$ cat src/rtl/ne16_normquant_param_loader.sv
// ne16_normquant_param_loader
//   Producer side of the normquant parameter interface. Unpacks a 32-bit
//   stream of normalization multipliers followed by shift amounts into
//   per-channel registers and presents the complete set to the normquant
//   array with a valid/ack handshake. One set is loaded per output tile.
//
// Ports:
//   clk_i, rst_i     clock, synchronous active-high reset
//   clear_i          synchronous local clear, same effect as rst_i
//   start_i          begin loading a set (only honoured in IDLE)
//   nb_chan_i        number of valid channels, clamped to NCH on start
//   skip_mult_i      stream carries no multipliers, all mults forced to 1
//   stream_*         incoming parameter words (valid/ready)
//   norm_mult_o      NCH packed multipliers, channel c at [c*NMS +: NMS]
//   shift_o          NCH packed shift amounts, channel c at [c*8 +: 8]
//   params_valid_o   set complete and stable until params_ack_i
//   busy_o           loader is not idle
module ne16_normquant_param_loader #(
    parameter int NMULT = 4,
    parameter int NCOL  = 16,
    parameter int NMS   = 8,
    parameter int DW    = 32,
    parameter int NCH   = NCOL * NMULT,
    parameter int CW    = $clog2(NCH + 1)
) (
    input  logic                clk_i,
    input  logic                rst_i,
    input  logic                clear_i,
    input  logic                start_i,
    input  logic [CW-1:0]       nb_chan_i,
    input  logic                skip_mult_i,
    input  logic [DW-1:0]       stream_data_i,
    input  logic                stream_valid_i,
    output logic                stream_ready_o,
    output logic [NCH*NMS-1:0]  norm_mult_o,
    output logic [NCH*8-1:0]    shift_o,
    output logic                params_valid_o,
    input  logic                params_ack_i,
    output logic                busy_o
);

    // Sub-fields carried by one stream beat in each load phase.
    localparam int MPB = DW / NMS;
    localparam int SPB = DW / 8;
    localparam logic [NMS-1:0] MULT_ONE = {{(NMS-1){1'b0}}, 1'b1};

    typedef enum logic [1:0] {
        ST_IDLE       = 2'd0,
        ST_LOAD_MULT  = 2'd1,
        ST_LOAD_SHIFT = 2'd2,
        ST_VALID      = 2'd3
    } state_e;

    state_e                       state_r;
    state_e                       state_next_s;
    logic [CW-1:0]                nb_r;
    logic [CW-1:0]                nb_clamp_s;
    logic [CW-1:0]                beat_r;
    logic [CW-1:0]                mult_words_s;
    logic [CW-1:0]                shift_words_s;
    logic                         start_accept_s;
    logic                         beat_accept_s;
    logic                         last_beat_s;
    logic                         stream_ready_s;
    logic [NCH-1:0][NMS-1:0]      mult_r;
    logic [NCH-1:0][7:0]          shift_r;
    logic                         params_valid_r;
    logic                         busy_r;

    // Number of DW-bit words needed to carry nb fields of field_w bits.
    function automatic logic [CW-1:0] word_count(input logic [CW-1:0] nb,
                                                 input int field_w);
        int bits;
        bits = int'(nb) * field_w;
        return CW'((bits + DW - 1) / DW);
    endfunction

    assign nb_clamp_s     = (nb_chan_i > CW'(NCH)) ? CW'(NCH) : nb_chan_i;
    assign mult_words_s   = word_count(nb_r, NMS);
    assign shift_words_s  = word_count(nb_r, 8);
    assign stream_ready_s = (state_r == ST_LOAD_MULT) || (state_r == ST_LOAD_SHIFT);
    assign start_accept_s = (state_r == ST_IDLE) && start_i;
    assign beat_accept_s  = stream_ready_s && stream_valid_i;

    // Detect the final beat of the current load phase.
    always_comb begin
        last_beat_s = 1'b0;
        if (state_r == ST_LOAD_MULT) begin
            last_beat_s = (beat_r == (mult_words_s - CW'(1)));
        end else if (state_r == ST_LOAD_SHIFT) begin
            last_beat_s = (beat_r == (shift_words_s - CW'(1)));
        end else begin
            last_beat_s = 1'b0;
        end
    end

    // Next-state logic of the load sequencer.
    always_comb begin
        state_next_s = state_r;
        case (state_r)
            ST_IDLE: begin
                if (start_i) begin
                    if (nb_clamp_s == '0) begin
                        state_next_s = ST_VALID;
                    end else if (skip_mult_i) begin
                        state_next_s = ST_LOAD_SHIFT;
                    end else begin
                        state_next_s = ST_LOAD_MULT;
                    end
                end else begin
                    state_next_s = ST_IDLE;
                end
            end
            ST_LOAD_MULT: begin
                if (beat_accept_s && last_beat_s) begin
                    state_next_s = ST_LOAD_SHIFT;
                end else begin
                    state_next_s = ST_LOAD_MULT;
                end
            end
            ST_LOAD_SHIFT: begin
                if (beat_accept_s && last_beat_s) begin
                    state_next_s = ST_VALID;
                end else begin
                    state_next_s = ST_LOAD_SHIFT;
                end
            end
            ST_VALID: begin
                if (params_ack_i) begin
                    state_next_s = ST_IDLE;
                end else begin
                    state_next_s = ST_VALID;
                end
            end
            default: begin
                state_next_s = ST_IDLE;
            end
        endcase
    end

    // State register plus registered status flags derived from the next state.
    always_ff @(posedge clk_i) begin
        if (rst_i || clear_i) begin
            state_r        <= ST_IDLE;
            params_valid_r <= 1'b0;
            busy_r         <= 1'b0;
        end else begin
            state_r        <= state_next_s;
            params_valid_r <= (state_next_s == ST_VALID);
            busy_r         <= (state_next_s != ST_IDLE);
        end
    end

    // Channel count latch and beat counter; counter restarts between phases.
    always_ff @(posedge clk_i) begin
        if (rst_i || clear_i) begin
            nb_r   <= '0;
            beat_r <= '0;
        end else if (start_accept_s) begin
            nb_r   <= nb_clamp_s;
            beat_r <= '0;
        end else if (beat_accept_s) begin
            if (last_beat_s) begin
                beat_r <= '0;
            end else begin
                beat_r <= beat_r + CW'(1);
            end
        end else begin
            beat_r <= beat_r;
        end
    end

    // Multiplier registers: seeded on start, filled field by field in LOAD_MULT.
    // Channels at or above nb never match and keep their seed value.
    always_ff @(posedge clk_i) begin
        if (rst_i || clear_i) begin
            mult_r <= '0;
        end else if (start_accept_s) begin
            for (int c = 0; c < NCH; c++) begin
                mult_r[c] <= skip_mult_i ? MULT_ONE : '0;
            end
        end else if (beat_accept_s && (state_r == ST_LOAD_MULT)) begin
            for (int c = 0; c < NCH; c++) begin
                if ((beat_r == CW'(c / MPB)) && (CW'(c) < nb_r)) begin
                    mult_r[c] <= stream_data_i[(c % MPB) * NMS +: NMS];
                end
            end
        end else begin
            mult_r <= mult_r;
        end
    end

    // Shift registers: cleared on start, filled field by field in LOAD_SHIFT.
    always_ff @(posedge clk_i) begin
        if (rst_i || clear_i) begin
            shift_r <= '0;
        end else if (start_accept_s) begin
            shift_r <= '0;
        end else if (beat_accept_s && (state_r == ST_LOAD_SHIFT)) begin
            for (int c = 0; c < NCH; c++) begin
                if ((beat_r == CW'(c / SPB)) && (CW'(c) < nb_r)) begin
                    shift_r[c] <= stream_data_i[(c % SPB) * 8 +: 8];
                end
            end
        end else begin
            shift_r <= shift_r;
        end
    end

    assign stream_ready_o = stream_ready_s;
    assign norm_mult_o    = mult_r;
    assign shift_o        = shift_r;
    assign params_valid_o = params_valid_r;
    assign busy_o         = busy_r;

endmodule

$ cat config.mk
export PLATFORM = sky130hd
export DESIGN_NAME = ne16_normquant_param_loader
export DESIGN_NICKNAME = d
export VERILOG_FILES = /design/src/rtl/ne16_normquant_param_loader.sv
export SDC_FILE = /design/constraint.sdc
export NUM_CORES = 2
export LEC_CHECK = 0
export CAP_MARGIN = 10
export CORE_AREA = 2 2 420 422
export CTS_BUF_LIST = sky130_fd_sc_hd__clkbuf_16
export DETAILED_ROUTE_END_ITERATION = 8
export DIE_AREA = 0 0 422 424
export SLEW_MARGIN = 10
export SYNTH_ARGS = -nofsm -noshare
export SYNTH_HDL_FRONTEND = slang
export SYNTH_SLANG_ARGS = --single-unit
$ cat constraint.sdc
create_clock -name clk_i -period 5 [get_ports clk_i]
set_input_delay 0.75 -clock clk_i [delete_from_list [all_inputs] [get_ports clk_i]]
set_output_delay 0.75 -clock clk_i [all_outputs]
set_load 0.1 [all_outputs]
* After elaboration in Yosys (flattened, before gate mapping)
Cells that the tools add are included.
Word-level totals: bits in registers 1042, bits of input ports 46, output and inout bits 1027
Cells by class: add/subtract/negate cells 5, $lt $le $gt $ge 65, equality and inequality tests 20, mux-type cells 78, bitwise gates (word level) 1, reductions and logical operators 270
Operator list (number):
- two-way mux 512 bit | 2
- two-way mux 8 bit | 64
- AND reduction 2 bit | 128
- < comparator 6 x 7 -> 1 bit (first input constant) | 32
- nonzero test 2 bit | 66
- < comparator 5 x 7 -> 1 bit (first input constant) | 16
- logical AND 1 bit | 69
- == test 7 x 4 -> 1 bit (second input constant) | 8
- < comparator 4 x 7 -> 1 bit (first input constant) | 8
- == test 7 x 3 -> 1 bit (second input constant) | 4
- < comparator 3 x 7 -> 1 bit (first input constant) | 4
- == test 7 x 2 -> 1 bit (second input constant) | 2
- zero test 7 bit | 2
- < comparator 1 x 7 -> 1 bit (first input constant) | 2
- < comparator 2 x 7 -> 1 bit (first input constant) | 2
- two-way mux 7 bit | 2
- subtractor 11 x 1 -> 12 bit (second input constant) | 1
- adder 10 x 6 -> 11 bit (second input constant) | 1
- two-way mux 2 bit | 5
- one-hot mux 2 bit (4 select lines) | 1
- adder 7 x 1 -> 7 bit | 1
- adder 7 x 1 -> 7 bit (second input constant) | 1
- == test 7 x 1 -> 1 bit (second input constant) | 1
- == test 7 bit | 1
- 10 further kinds | 16

* Longest topological paths before layout
depth in word-level cells 13, mapped depth 12, gate-level depth less buffers 9

* Worst setup path before layout
Ideal clock, no wire load.
path kind reg2reg, start register state_r[0], end register shift_r (netlist bit shift_o[88]), library setup time 0.128 ns, arrival 2.982 ns, required time 4.872 ns, slack 1.891 ns, stages on the path, launching flop included 9, buffers on the path 1, period minus slack after synthesis 3.109 ns, cell sequence dfxtp_1 > inv_1 > ha_1 > nand3_1 > nor4_2 > o21a_1 > buf_2 > mux2i_1 > nor2_1
On the way: longest elaborated chain between the ends 5
RTL lines:
- start, declared | line 54 | state_e state_r;
- start signal, assigned | line 148 | state_r <= state_next_s;
- == test 2 x 1 -> 1 bit / == test 2 bit (equally long branches) | line 81 | assign stream_ready_s = (state_r == ST_LOAD_MULT) || (state_r == ST_LOAD_SHIFT);
- logical OR 1 bit (*) | line 81
- named net stream_ready_o | line 34 | output logic stream_ready_o,
- logical AND 1 bit (*) | line 83 | assign beat_accept_s = stream_ready_s && stream_valid_i;
- logical AND 1 bit (*) | line 199 | end else if (beat_accept_s && (state_r == ST_LOAD_SHIFT)) begin
- AND reduction 2 bit (no source line) (*)
- end signal, assigned by index | line 202 | shift_r[c] <= stream_data_i[(c % SPB) * 8 +: 8];
- end signal, assigned | line 206 | shift_r <= shift_r;
- end, declared | line 66 | logic [NCH-1:0][7:0] shift_r;
The timed path passes the listed nets; every way through them passes the cells marked *. A chain may end at the register's enable or synchronous reset.

* Final worst setup path
start register nb_r[2], end register params_valid_r (netlist: params_valid_o)
On the way: longest elaborated chain between the ends 12
RTL lines:
- start, declared | line 56 | logic [CW-1:0] nb_r;
- start signal, assigned | line 160 | nb_r <= nb_clamp_s;
- adder 10 x 6 -> 11 bit (*) | line 75 | return CW'((bits + DW - 1) / DW);
- subtractor 11 x 1 -> 12 bit (*) | line 75
- AND 1 bit (no source line)
- adder 7 x 1 -> 7 bit (no source line) (*)
- subtractor 7 x 1 -> 7 bit (*) | line 89, 91
- == test 7 bit (*) | line 89, 91
- two-way mux 1 bit | line 90 | end else if (state_r == ST_LOAD_SHIFT) begin
- two-way mux 1 bit (*) | line 88 | if (state_r == ST_LOAD_MULT) begin
- logical AND 1 bit (*) | line 115, 122
- two-way mux 1 bit / two-way mux 2 bit (equally long branches) | line 122, 115
- one-hot mux 2 bit (4 select lines) (*) | line 100 | case (state_r)
- == test 2 bit (*) | line 149 | params_valid_r <= (state_next_s == ST_VALID);
- end signal, assigned | line 149
- end, declared | line 67 | logic params_valid_r;
Every way passes the cells marked *; elsewhere a longest branch is shown, timed or not.

==> qor.csv <==
metric,value,unit
status,completed,
worstSetupPathType,flip-flop to flip-flop,
synth.distinct_cells,63,
synth.area.top_cells,"dfxtp_1 (54%), mux2i_1 (20%), nor2_1 (8.3%)",
ctsResizeCount,0,
drive_gt1_frac,0.07931,
hold_viol,0,
num_rows,154,
final_cell_area,55730,um^2
drtAntennaViolNets,0,
gr-total-overflow,0,
wl_per_cell,28.61,um
cts_tree,built,
fmax,0.2823,GHz
leakage,21.52,nW
clock-sinks,1042,
core_area,175000,um^2
netlist_top_cells_count,"dfxtp_1 (1042), nor2_1 (857), mux2i_1 (769), nand2_1 (407), clkbuf_1 (274)",
grt_pass1_vias,32460,
ys_warn_count,0,
yosysMostFrequentCell,dfxtp_1,
antenna_found_initial,20,
port_buffers,1072,
grt_max_degree,122,
skew,46.57,ps
pwr_density_cell,324.7,nW/um^2
worst_pin_slew,1249,ps
grt_use_total,0.2273,
fin_nets,5077,
initial_core_util,0.2208,
dr.pass1.iters,5,
ys_seq_area_frac,0.5399,
wl,213600,um
clkSlewWorstSetupHoldPaths,60,ps
place_area,51940,um^2
maxCapViolations,0,
worstPathMaxFanout,25,
grt_pass1_wl,281000,um
finalSetupViolCount,0,
viasPerCell,4.634,
crit_arrival,4210,ps
synth_top_area_cell,dfxtp_1,
drt_iter0_drc,2744,
htree_levels,3,
hold_path.class,input pin to flip-flop,
post_cts_buffers,0,
place.gp.congestion,0.9364,
clock_latency,800,ps
async_reset_ff_frac,0,
start_kind,flip-flop,
period_share,0.7084,
ys_seq_elements,1042,
finalMaxSlewViolations,0,
clockBufferDepth,3,
ys.flop_type,dfxtp_1,
place_hpwl,152600,um
rsz0062_at_grt,no,
cts-root-buf,clkbuf_16,
synth-edff-count,0,
min_period,3542,ps
die-area,178900,um^2
die_y,424,um
numCtsBuffers,116,
vias,34590,
end_kind,flip-flop,
synth_top_cell_area_share,0.5399,
ir_drop,0.2839,mV
ioPinCount,1073,
syn_nets,4094,
syn2layout_area_growth,44.25,%
syn_avg_cell_area,9.567,um^2
n_fill_cell,18220,
worstPathRequired,5670,ps
maxSlewHeadroom,0.1644,
drc,0,
tns,0,ps
synthCells,4038,
die_w,422,um
ctsHoldBuffers,0,
syn-cell-area,38630,um^2
[registers in the layout, summed over array words and instances, names as in the netlist]
| register | cells |
|---|---|
| beat_r | 7 |
| busy_o | 1 |
| nb_r | 7 |
| norm_mult_o | 512 |
| params_valid_o | 1 |
| shift_o | 512 |
| state_r | 2 |
[cell families after synthesis]
kind of cell	synth area share
flops	0.5399
mux	0.1992
compound gates	0.06400
buf+inv	0.03184
xor+xnor	0.002623
fa+ha+maj	0.003239
simple gates	0.1591
[worst paths after layout]
| path | start | endpoint | slack (ps) | cells past startpoint |
|---|---|---|---|---|
| max | nb_r[2]$_SDFFE_PP0P_ | params_valid_o$_SDFF_PP0_ | 1460 | 9 |
| min | stream_data_i[27] | shift_o[347]$_SDFFE_PP0P_ | 330 | 3 |
| max reg2reg | nb_r[2]$_SDFFE_PP0P_ | params_valid_o$_SDFF_PP0_ | 1460 | 9 |
| min reg2reg | shift_o[350]$_SDFFE_PP0P_ | shift_o[350]$_SDFFE_PP0P_ | 450 | 2 |
[where the power goes]
part	switching, W	internal (W)	leakage, nW
clock network	0.00382	0.00481	1.91
logic	0.000920	0.000180	11.2
registers	0.0000253	0.00833	8.40
total	0.00477	0.0133	21.5
[final cells by class]
class / instances / area [um^2] / share of cell area
antenna: 5 / 12.51 / 0.0002245
inverter: 15 / 56.30 / 0.001010
multi-input combinational: 2676 / 16730 / 0.3003
tap: 2340 / 2928 / 0.05254
sequential: 1042 / 20860 / 0.3743
clock inverter: 98 / 812.0 / 0.01457
timing repair buffer: 1170 / 11370 / 0.2041
clock buffer: 118 / 2953 / 0.05299
[per-stage QoR]
stage,instances,power (W),utilization,worst slack (ps),hold WS (ps)
floorplan,4038,0.009123,-,1891,499.7
global placement,7243,0.009643,0.2969,1289,437.8
detailed placement,7243,0.009649,0.2969,1217,443.5
CTS,7459,0.01828,0.3184,1447,242.7
global route,7462,0.01864,0.3185,1148,316.1
finish,7464,0.01809,0.3185,1458,327.2
[routing by layer]
layer | vias up | global-route usage | wire length, um
met5 | - | 0 | 74
met4 | 6 | 0.09690 | 9354
met3 | 364 | 0.04749 | 13200
met2 | 1422 | 0.4043 | 107700
met1 | 17250 | 0.2623 | 83260
li1 | 15550 | - | -
[layout by cell type (no fill, tap or decap), types with 5 or more instances in the layout]
cell type,instances
dfxtp_1,1042
clkdlybuf4s50_1,1009
nor2_1,851
mux2i_1,769
nand2_1,405
a21oi_1,233
buf_4,127
clkbuf_16,118
nand3_1,81
inv_1,34
clkinv_1,33
o21ai_1,31
a311oi_1,26
o21ai_0,24
buf_2,24
o21ai_2,21
nor3_1,17
a211o_1,16
o311a_1,16
clkinv_2,16
nor2_2,11
nand2b_1,10
nor3_4,10
a211oi_1,10
or4_1,10
ha_1,10
bufinv_16,10
buf_12,10
nand3b_1,9
nor3_2,7
nand4_1,7
and2_1,6
inv_6,6
diode_2,5
xnor2_1,5
or3_1,5
a21o_1,5
nor4_1,5
or2_2,5
a31oi_1,5
[critical path, stage by stage, from the launching register on]
cell and delay, ps:
dfxtp_1 1000, o21ai_1 440, nand2_1 170, ha_1 250, xor2_1 130, o21ai_0 110, or4_1 470, o21ai_1 280
a311oi_1 240, a2111oi_2 330
Power figures use the tool's default switching activity.
